`src/rtl/speed_ramp_pkg.sv`:
```
// speed_ramp_pkg
//   Shared definitions for the soft-start/soft-stop ramp controller:
//   the FSM state encoding (3-bit, legacy-compatible constants) and the
//   default speed-code width.
package speed_ramp_pkg;

    localparam int SPEED_W_DEF = 3;

    localparam logic [2:0] IDLE = 3'd0;
    localparam logic [2:0] UP   = 3'd1;
    localparam logic [2:0] DOWN = 3'd2;
    localparam logic [2:0] HOLD = 3'd3;
    localparam logic [2:0] STOP = 3'd4;

endpackage : speed_ramp_pkg

```
`src/rtl/speed_ramp_step_timer.sv`:
```
// step_timer
//   Free-running interval counter for the ramp. Counts 0..STEP_CYCLES-1
//   while enabled and emits a one-cycle tick on the terminal count.
// Ports:
//   clk, rst_n : clock, asynchronous active-low reset
//   clr        : synchronous clear back to 0 (wins over en)
//   en         : count enable
//   tick       : high during the cycle the count equals STEP_CYCLES-1
module step_timer #(
    parameter int STEP_CYCLES = 1024
) (
    input  logic clk,
    input  logic rst_n,
    input  logic clr,
    input  logic en,
    output logic tick
);

    localparam int CNT_W = (STEP_CYCLES > 1) ? $clog2(STEP_CYCLES) : 1;
    localparam logic [CNT_W-1:0] LAST = CNT_W'(STEP_CYCLES - 1);

    logic [CNT_W-1:0] cnt_q;
    logic [CNT_W-1:0] cnt_d;

    // tick is consumed by the parent FSM to form its next state; the
    // parent's outputs are all registered, so no input reaches an output
    // combinationally through this path.
    assign tick = en && (cnt_q == LAST);

    always_comb begin
        cnt_d = cnt_q;
        if (clr) begin
            cnt_d = '0;
        end else if (en) begin
            cnt_d = (cnt_q == LAST) ? '0 : cnt_q + CNT_W'(1);
        end
    end

    always_ff @(posedge clk or negedge rst_n) begin
        if (!rst_n) begin
            cnt_q <= '0;
        end else begin
            cnt_q <= cnt_d;
        end
    end

endmodule : step_timer

```
`src/rtl/speed_ramp.sv`:
```
// speed_ramp
//   Soft-start/soft-stop controller driving a PWM generator's speed and
//   enable inputs. Walks the applied speed one code per STEP_CYCLES toward
//   the target, and ramps to zero before dropping pwm_en on shutdown.
// Ports:
//   clk, rst_n : clock, asynchronous active-low reset
//   run        : request output active
//   target     : desired speed code
//   speed      : applied speed code (registered)
//   pwm_en     : PWM generator enable (registered)
//   busy       : ramp in progress (UP, DOWN, STOP)
//   at_target  : holding speed == target with run high
module speed_ramp
    import speed_ramp_pkg::*;
#(
    parameter int SPEED_W     = SPEED_W_DEF,
    parameter int STEP_CYCLES = 1024
) (
    input  logic               clk,
    input  logic               rst_n,
    input  logic               run,
    input  logic [SPEED_W-1:0] target,
    output logic [SPEED_W-1:0] speed,
    output logic               pwm_en,
    output logic               busy,
    output logic               at_target
);

    localparam logic [SPEED_W-1:0] ONE = SPEED_W'(1);

    logic [2:0]         state_q, state_d;
    logic [SPEED_W-1:0] speed_q, speed_d;
    logic               pwm_en_q, pwm_en_d;
    logic               busy_q, busy_d;
    logic               at_target_q, at_target_d;
    logic               tick;
    logic               timer_en;
    logic               timer_clr;

    // Direction implied by comparing the target with the applied speed.
    function automatic logic [2:0] dir_of(input logic [SPEED_W-1:0] tgt,
                                          input logic [SPEED_W-1:0] spd);
        if (tgt > spd)      return UP;
        else if (tgt < spd) return DOWN;
        else                return HOLD;
    endfunction

    assign timer_en  = (state_q == UP) || (state_q == DOWN) || (state_q == STOP);
    // Every state change restarts the interval; staying put keeps counting.
    assign timer_clr = (state_d != state_q);

    step_timer #(
        .STEP_CYCLES(STEP_CYCLES)
    ) u_step_timer (
        .clk  (clk),
        .rst_n(rst_n),
        .clr  (timer_clr),
        .en   (timer_en),
        .tick (tick)
    );

    always_comb begin
        state_d = state_q;
        speed_d = speed_q;
        case (state_q)
            IDLE: begin
                if (run) state_d = (target == '0) ? HOLD : UP;
            end
            UP, DOWN, HOLD: begin
                if (!run) begin
                    // A step coinciding with the run fall is dropped.
                    state_d = STOP;
                end else if (state_q == UP && tick && speed_q < target) begin
                    // Step first; a fresh target is compared next cycle.
                    speed_d = speed_q + ONE;
                    state_d = (speed_d == target) ? HOLD : UP;
                end else if (state_q == DOWN && tick && speed_q > target) begin
                    speed_d = speed_q - ONE;
                    state_d = (speed_d == target) ? HOLD : DOWN;
                end else begin
                    state_d = dir_of(target, speed_q);
                end
            end
            STOP: begin
                if (run) begin
                    state_d = dir_of(target, speed_q);
                end else if (speed_q == '0) begin
                    state_d = IDLE;
                end else if (tick) begin
                    speed_d = speed_q - ONE;
                end
            end
            default: begin
                state_d = IDLE;
                speed_d = '0;
            end
        endcase
    end

    // Output flags decoded from the next state so they are flops aligned
    // with state_q rather than combinational decodes of it.
    always_comb begin
        pwm_en_d    = (state_d != IDLE);
        busy_d      = (state_d == UP) || (state_d == DOWN) || (state_d == STOP);
        at_target_d = (state_d == HOLD);
    end

    always_ff @(posedge clk or negedge rst_n) begin
        if (!rst_n) begin
            state_q     <= IDLE;
            speed_q     <= '0;
            pwm_en_q    <= 1'b0;
            busy_q      <= 1'b0;
            at_target_q <= 1'b0;
        end else begin
            state_q     <= state_d;
            speed_q     <= speed_d;
            pwm_en_q    <= pwm_en_d;
            busy_q      <= busy_d;
            at_target_q <= at_target_d;
        end
    end

    assign speed     = speed_q;
    assign pwm_en    = pwm_en_q;
    assign busy      = busy_q;
    assign at_target = at_target_q;

endmodule : speed_ramp

```
`config.mk`:
```
export PLATFORM = sky130hd
export DESIGN_NAME = speed_ramp
export DESIGN_NICKNAME = d
export VERILOG_FILES = /design/src/rtl/speed_ramp_pkg.sv /design/src/rtl/speed_ramp_step_timer.sv /design/src/rtl/speed_ramp.sv
export SDC_FILE = /design/constraint.sdc
export NUM_CORES = 1
export LEC_CHECK = 0
export ABC_AREA = 1
export CORE_MARGIN = 3
export CORE_UTILIZATION = 55
export DETAILED_ROUTE_END_ITERATION = 10
export PLACE_DENSITY = 0.76
export SYNTH_ARGS = -nofsm -noshare
export SYNTH_HDL_FRONTEND = slang
export SYNTH_SLANG_ARGS = --single-unit
```
`constraint.sdc`:
```
create_clock -name clk -period 2.1 [get_ports clk]
set_input_delay 0.63 -clock clk [delete_from_list [all_inputs] [get_ports clk]]
set_output_delay 0.63 -clock clk [all_outputs]
set_load 0.02 [all_outputs]
```
==> results.tsv <==
stage	metric	value	unit
placement	gp_congestion	0.918	
die	die_w	56.9	µm
detailed_routing	ant_nets	0	
timing	hold_viol	0	
grt	grt_max_degree	20	
pwr	switching_share	0.528	
placement	placed_cells	243	
detailed_routing	drt_iter0_markers	71	
setup_path	slowest_stage	dfrtp_1	
yosys	yosysUniqueCellTypes	30	
timing	clock_skew	0.00883	ns
grt	antenna_found_initial	0	
detailed_routing	routedWlPerCell	14.2	µm
die	fp.dieH	56.9	µm
die	start_util	0.609	
grt	grt_pass1_wl	5.78	mm
detailed_routing	vias	1432	
setup_path	cpMostUsedCell	nand2_2	
yosys	syn_inst	192	
setup_path	critPathRequiredTime	2.34	ns
finish	nFillCells	160	
cts	root_buffer	clkbuf_4	
cts	tritoncts	yes	
timing	finalCriticalPeriod	2.04	ns
pwr	seq_power_share	0.223	
setup_path	critPathBufInv	2	
cts	h-tree-depth	1	
pwr	p_int	1.10	mW
timing	rsz0062_at_grt	yes	
yosys	synthTopCellsByArea	dfrtp_1, nand2_1, inv_1, nor3_2, nand3_1	
setup_path	worstSetupEndpointType	flip-flop	
yosys	yosysWarnings	0	
detailed_routing	vias_per_cell	5.64	
yosys	ys_ff_latch	19	
setup_path	cp_cell_sequence	inv_2 > ha_4 > a21oi_2 > nand2_2 > buf_6 > o211ai_1 > nand3_1 > nand2_2 > nand2_4 > nor3_4	
cts	cts_hold_buf	0	
yosys	synth_area_per_cell	7.42	µm²
pwr	clkPwrFrac	0.085	
cts	path_clk_slew	0.12	ns
die	core	2340	µm²
yosys	synth_top_area_cell	dfrtp_1	
pwr	switchingPower	1.23	mW
finish	antenna_cells	0	
die	die_area	3240	µm²
placement	hpwlAfterDp	2.39	mm
finish	final_net_count	240	
yosys	ys.flop_type	dfrtp_1	
timing	finalSetupViolCount	0	
timing	drv_slew	0	
pwr	p_leak	0.842	nW
finish	finalInstanceArea	1820	µm²
setup_path	crit_type	reg -> reg	
timing	fin_setup_tns	0	ns
hold_path	min_path_type	reg -> reg	
timing	tightestPinTransition	0.333	ns
pwr	share_comb_of_total_power	0.692	
cts	cts_made_buffers	3	
grt	grtUsageTotal	0.223	
yosys	synthesis.area	1430	µm²
setup_path	cpLargestDelayFamily	simple AND/OR/NAND/NOR gates	
die	ioPinCount	12	
detailed_routing	dr.pass1.iters	5	
setup_path	cp.arrival	2.27	ns
finish	stdcell_count	254	
setup_path	cp-start-kind	flip-flop	
finish	drive_gt1_frac	0.310	
timing	fmax	0.491	GHz
yosys	synth_top_area_share	0.334	
finish	syn2layout_area_growth	27.4	%
pwr	power_density	1280	nW/µm²
timing	timing.final.crit_share	0.969	
timing	maxSlewHeadroom	0.778	
cts	clk_latency	0.31	ns
pwr	ir_worst_vdd	1.21	mV
cts	cts_num_sinks	19	
yosys	syn_nets	205	
status	status	finished, final reports clean	
placement	port_buffers	11	
detailed_routing	drc	0	
finish	fin_util	0.776	
setup_path	crit_path_max_fanout	5	
yosys	async_flop_share	1.00	
die	rows	17	
cts	clk_path_buf_depth	2	
setup_path	max_stage_delay	0.45	ns
grt	grt-ovfl-total	0	
grt	grt_pass1_vias	1298	
yosys	yosysSeqAreaShare	0.334	
detailed_routing	wirelength	3.62	mm
flow_run	maxCapViolations	0	
placement	dpl_cell_area	1660	µm²
pwr	total_power	2.33	mW
yosys	synth_edf_count	0	
-- repair_timing --
item / 4_1_cts / 5_1_grt
endpoints found under the setup margin: 15 / 11
cloned: 2 / 0
pin swaps: 15 / 9
resized for setup: 15 / 16
buffers inserted: 3 / 2
-- cells by family after synthesis --
kind of cell | share of synthesized area
and+or+nand+nor | 0.376
buffers and inverters | 0.0896
AOI/OAI and AO/OA | 0.115
DFF | 0.334
adders and majority gates | 0.0615
xor gates and xnor gates | 0.0246
-- synth_stat cells, types with 2 or more instances --
library cell,number
o21bai_1,2
o21ai_0,7
xor2_1,4
nand3b_1,3
nor3_1,2
inv_1,27
nor2_2,4
nand2_4,2
nand2_1,45
nand2_2,2
nor3_2,10
nor2_1,10
dfrtp_1,19
a21oi_1,8
inv_2,5
ha_1,7
o21ai_1,2
nand3_1,19
nand4_1,3
-- power groups by stage --
stage,clock (mW),sequential (mW),combinational (mW)
after floorplan,0,0.578,0.869
after global placement,0,0.521,1.31
after detailed placement,0,0.523,1.33
after CTS,0.199,0.517,1.50
after global routing,0.214,0.534,1.75
final,0.198,0.519,1.61
-- cell usage in the layout, fill, tap and decap left out, types with 2 or more instances in the layout --
cell,count
a21oi_1,5
a21oi_2,3
buf_4,17
clkbuf_2,2
clkbuf_4,3
clkdlybuf4s50_1,7
dfrtp_1,18
ha_1,4
ha_4,2
inv_1,23
inv_2,9
nand2_1,40
nand2_2,7
nand2_4,4
nand3_1,18
nand3_2,2
nand3b_1,3
nand4_1,3
nor2_1,9
nor2_2,5
nor3_1,2
nor3_2,8
nor3_4,2
o21ai_0,7
o21ai_1,2
o21bai_1,2
xor2_1,4
-- tightest hold or removal path, cell delays in order (launching register included) --
cell,delay (ns)
dfrtp_1,0.42
inv_2,0.10
o21ai_1,0.07
-- stage by stage --
step / hold slack (ns) / setup slack [ns]
finish: 0.611 / 0.0648
global route: 0.642 / -0.0886
CTS: 0.610 / 0.0270
detailed placement: 0.591 / -0.516
global placement: 0.587 / -0.440
floorplan: 0.334 / 0.0737
-- flip-flops by register name (all words and copies together), names as in the netlist --
name	flops
at_target	1
busy	1
pwm_en	1
speed	3
state_q	3
u_step_timer.cnt_q	10
-- final timing paths --
path / startpoint / to / slack (ns) / cells past startpoint
setup / recovery: speed[2] / u_step_timer.cnt_q[3] / 0.06 / 10
min in group asynchronous: rst_n / u_step_timer.cnt_q[7] / 0.64 / 2
hold reg to reg: speed[1] / speed[1] / 0.61 / 2
hold / removal: speed[1] / speed[1] / 0.61 / 2
setup reg to reg: speed[2] / u_step_timer.cnt_q[3] / 0.06 / 10
max in group asynchronous: rst_n / state_q[1] / 1.23 / 2
-- cell type report --
cell class	count	area, µm²	area share
timing repair buffer	29	240	0.132
multi-input combinational	142	916	0.504
clock inverter	1	5.00	0.00276
clock buffer	3	22.5	0.0124
tap	28	35.0	0.0193
sequential	19	477	0.263
inverter	32	120	0.0662
-- layer usage --
layer | wire, µm | GRT usage | up-vias
li1 | - | - | 704
met1 | 1530 | 0.293 | 654
met2 | 1780 | 0.382 | 68
met3 | 275 | 0.0414 | 6
met4 | 30 | 0.0464 | 0
met5 | 0 | 0 | -
(Power assumes the default switching activity.)
==> variant 1 (same settings) <==
Set the package constant `SPEED_W_DEF` to 5 (it was 3).
--- a/src/rtl/speed_ramp_pkg.sv
+++ b/src/rtl/speed_ramp_pkg.sv
@@ -4,7 +4,7 @@
 //   default speed-code width.
 package speed_ramp_pkg;
 
-    localparam int SPEED_W_DEF = 3;
+    localparam int SPEED_W_DEF = 5;
 
     localparam logic [2:0] IDLE = 3'd0;
     localparam logic [2:0] UP   = 3'd1;
Interface: changed (resized speed and target); port bits go from 12 to 16. The function was not compared with the original's and may differ.
==> variant 1 against the original RTL <==
Final area increased by 28%; synthesized area grew 23%; critical path type is now in -> reg; sequential cell count grew 2; die area rose by 20%; power up 22%; wire length grew 26%; synthesized cell count rose by 32%; critical endpoint is now u_step_timer.cnt_q[9]$_DFFE_PN0P_; worst setup slack got worse by 0.063 ns; non-clock buffer count increased by 11; critical path depth rose by 2; sequential power up 11%.
==> variant 1: results (changes against the original RTL) <==
| Metric | Value |
|---|---|
| Vias | `1823 (+27%)` |
| Detailed Place HPWL | `3220 um (+35%)` |
| Status | `finished clean` |
| Gpl congestion | `0.967 (+5.4%)` |
| DP Cell Count | `330 (+36%)` |
| Leakage | `1.18 nW (+41%)` |
| Setup Buffers After CTS | `2 (-1)` |
| Vias in the first global route | `1632 (+26%)` |
| Critical path origin | `target[4]` |
| Layout fillers | `213 (+33%)` |
| Unique masters post-synth | `32 (+6.7%)` |
| Vias/cell | `5.36 (-4.9%)` |
| First-pass GRT wire length | `7090 um (+23%)` |
| Final nets | `315 (+31%)` |
| Fraction of layout cells with a size suffix above 1 | `28.9% (-2.1 points)` |
| Worst-Margin Slew | `0.337 ns (+0.00401 ns)` |
| Synth cell count leaders | `nand2_1, inv_1, nand3_1` |
| Critical R2R Launch | `speed[1]$_DFFE_PN0P_` |
| Arr. time, crit path | `2.33 ns (+0.06 ns)` |
| CP max-delay cell | `ha_4` |
| Drt first pass iters | `4 (-1)` |
| Post-Syn Instances | `254 (+32%)` |
| VDD IR max | `0.901 mV (-26%)` |
| Delay of the slowest critical-path stage | `0.24 ns (-0.21 ns)` |
| Clock Skew | `0.0110 ns (+0.00216 ns)` |
| I/O Buffers | `15 (+4)` |
| Area contributors post-synth | `dfrtp_1, nand2_1, inv_1, nand3_1, ha_1` |
| Post-synthesis net count | `270 (+32%)` |
| DRT iter0 DRCs | `108 (+52%)` |
[variant 1: cell types whose count changed after synthesis, sizes merged, moves of 2 or more]
cell	delta
nand4	+5
nor2	+18
nand2	+23
inv	+8
o21bai	-2
nor3	-3
nand3	+10
dfrtp	+2
o21ai	+3
xor2	+3
nand3b	-3
a21oi	-5
a21boi	+2
[variant 1: final cells by class]
cell class / instances / area [um^2] / area share (%)
multi-input cells: 193 / 1230 / 52.7
flip-flops and latches: 21 / 527 / 22.6
repair buffers: 40 / 343 / 14.7
inverters: 40 / 150 / 6.46
well taps: 42 / 52.6 / 2.26
clock buffers: 3 / 22.5 / 0.968
clock inverters: 1 / 5.00 / 0.215
[variant 1: logic make-up (layout without fill, tap and decap cells)]
| family | Yosys count | in the layout | synth area share [%] |
|---|---|---|---|
| fa+ha+maj | 8 | 8 | 5.73 |
| buf+inv | 41 | 84 | 9.24 |
| xor+xnor | 8 | 8 | 4.01 |
| flops | 21 | 21 | 30.1 |
| compound gates | 22 | 22 | 7.38 |
| simple gates | 154 | 155 | 43.6 |
[variant 1: routing by layer]
layer | track usage [%] | up-vias | share of wire (%) | routed length, um
met2 | 35.5 | 66 | 47 | 2140
li1 | - | 914 | - | -
met5 | 0 | - | 0 | 0
met3 | 4.32 | 10 | 6.0 | 276
met1 | 31.6 | 833 | 46 | 2080
met4 | 5.23 | 0 | 1.6 | 71
[variant 1: final timing paths]
check / end / slack (ns) / cells past startpoint
setup / recovery: u_step_timer.cnt_q[9]$_DFFE_PN0P_ / 0.002 / 12
hold / removal: u_step_timer.cnt_q[8]$_DFFE_PN0P_ / 0.59 / 2
min in group asynchronous: speed[4]$_DFFE_PN0P_ / 0.66 / 2
max in group asynchronous: speed[0]$_DFFE_PN0P_ / 1.22 / 2
setup reg to reg: u_step_timer.cnt_q[9]$_DFFE_PN0P_ / 0.002 / 12
hold reg to reg: u_step_timer.cnt_q[8]$_DFFE_PN0P_ / 0.59 / 2
[variant 1: per-stage QoR]
| step | utilization, % | instance area (um^2) | hold slack [ns] | setup slack (ns) |
|---|---|---|---|---|
| global placement | 72.0 | 2090 | 0.561 | -0.525 |
| global route | 80.2 | 2330 | 0.626 | -0.0931 |
| CTS | 75.2 | 2180 | 0.597 | 0.00158 |
| finish | 80.2 | 2330 | 0.591 | 0.00214 |
| floorplan | - | 1750 | 0.334 | 0.0476 |
| detailed placement | 72.0 | 2090 | 0.567 | -0.619 |
[variant 1: worst min-delay path, delay by kind of cell (launching register included)]
kind | cells | cell delay [ns]
and+or+nand+nor | 1 | 0.07
xor gates and xnor gates | 1 | 0.08
DFF | 1 | 0.40
[variant 1: where the power goes]
part / leakage (nW) / internal (W) / switching [W]
Clock: 0.0177 / 0.0000710 / 0.000117
Sequential: 0.280 / 0.000497 / 0.0000781
Combinational: 0.887 / 0.000778 / 0.00129
==> variant 2 (same flow settings) <==
Made on the original files. Register the output `speed` once more, without a reset; this adds one clock of latency there. The other outputs are not delayed to match. Comments in the files are not updated.
--- a/src/rtl/speed_ramp.sv
+++ b/src/rtl/speed_ramp.sv
@@ -121,7 +121,9 @@
         end
     end
 
-    assign speed     = speed_q;
+    always_ff @(posedge clk) begin
+        speed <= speed_q;
+    end
     assign pwm_en    = pwm_en_q;
     assign busy      = busy_q;
     assign at_target = at_target_q;
Check against the original RTL: no difference found for any inputs over 10 cycles, from zero or initial values and one cycle with rst_n low; that may be too few to reach the edited logic, so the function may still have changed.
==> variant 2 against the original RTL <==
Power up 15%; combinational power up 13%; final area up 13%; maximum frequency down 1.0%; worst setup slack worse by 0.021 ns; largest cell class unchanged; highest routed layer unchanged; synthesized area up 8.6%; wire length up 10%; final cell count up 0.79%; sequential cell count up 3; worst hold slack worse by 0.18 ns; core utilization up 2.1 points.
==> variant 2: results (changes against the original RTL) <==
| Metric | Value |
|---|---|
| DR WL met2 | `2050 um (+15%)` |
| Met3 routed WL | `220 um (-20%)` |
| GR Util met1 | `29.3% (+0.036 points)` |
| Post-CTS Resized | `27 (+12)` |
| Mean area per synthesized cell | `8.02 um^2 (+8.0%)` |
| Placed Area | `1760 um^2 (+5.7%)` |
| Async set-or-reset flop fraction in the synthesized netlist | `86.4% (-14 points)` |
| Fraction of area in multi-input gates | `53.4% (+3.0 points)` |
| Leakage | `0.915 nW (+8.7%)` |
| Final Non-Filler Cells | `256 (+0.79%)` |
| Logic inverters | `30 (-6.3%)` |
| Area contributors post-synth | `dfrtp_1, nand2_1, inv_1, nor3_2, ha_1` |
| Power Density | `1310 nW/um^2 (+2.1%)` |
| Met3 usage | `6.75% (+2.6 points)` |
| VDD IR max | `1.23 mV (+1.6%)` |
| Layout fillers | `163 (+1.9%)` |
| Met2 Track Usage GR | `42.7% (+4.6 points)` |
| Clock Skew | `0.00840 ns (-0.000430 ns)` |
| First-pass GRT wire length | `6440 um (+11%)` |
| Pre-CTS WS | `-0.562 ns (-0.0461 ns)` |
| Status | `finished clean` |
| Synth cell count leaders | `nand2_1, inv_1, dfrtp_1` |
| Seq pwr share | `23.2% (+0.9 points)` |
| P_comb | `0.00182 W (+13%)` |
| CP max-delay cell | `ha_4` |
| Clock Sinks | `22 (+3)` |
| Delay of the slowest critical-path stage | `0.31 ns (-0.14 ns)` |
| Fraction of layout cells with a size suffix above 1 | `37.6% (+6.6 points)` |
| Synth Area in Adders | `5.66% (-0.49 points)` |
| Critical R2R Launch | `speed_q[1]$_DFFE_PN0P_` |
| Multi-input combinational cell count | `143 (+0.70%)` |
| DRT iter0 DRCs | `55 (-23%)` |
| Detailed Place HPWL | `2520 um (+5.6%)` |
| Final clock-cell share | `1.77% (+0.26 points)` |
| Xor/xnor share of the synthesized area | `2.83% (+0.37 points)` |
| Clock buffer count | `4 (+1)` |
-- variant 2: cell types whose count changed after synthesis, sizes merged, moves of 2 or more --
cell    delta
inv        -2
dfxtp      +3
o21bai     -2
a21oi      +2
nor2       +3
nand4      +2
-- variant 2: worst paths after layout --
check	endpoint	slack, ns	cells after the start
max in group asynchronous	speed_q[0]$_DFFE_PN0P_	1.24	2
worst min register to register	speed[1]$_DFF_P_	0.44	0
min in group asynchronous	u_step_timer.cnt_q[7]$_DFFE_PN0P_	0.63	2
worst max-delay path	u_step_timer.cnt_q[9]$_DFFE_PN0P_	0.04	12
worst max register to register	u_step_timer.cnt_q[9]$_DFFE_PN0P_	0.09	15
worst min-delay path	speed[1]$_DFF_P_	0.44	0
-- variant 2: kinds of logic after synthesis --
| kind of cell | Yosys count |
|---|---|
| xor gates and xnor gates | 5 |
| DFF | 22 |
| adders and majority gates | 7 |
| buffers and inverters | 30 |
| and+or+nand+nor | 107 |
| AOI/OAI and AO/OA | 22 |
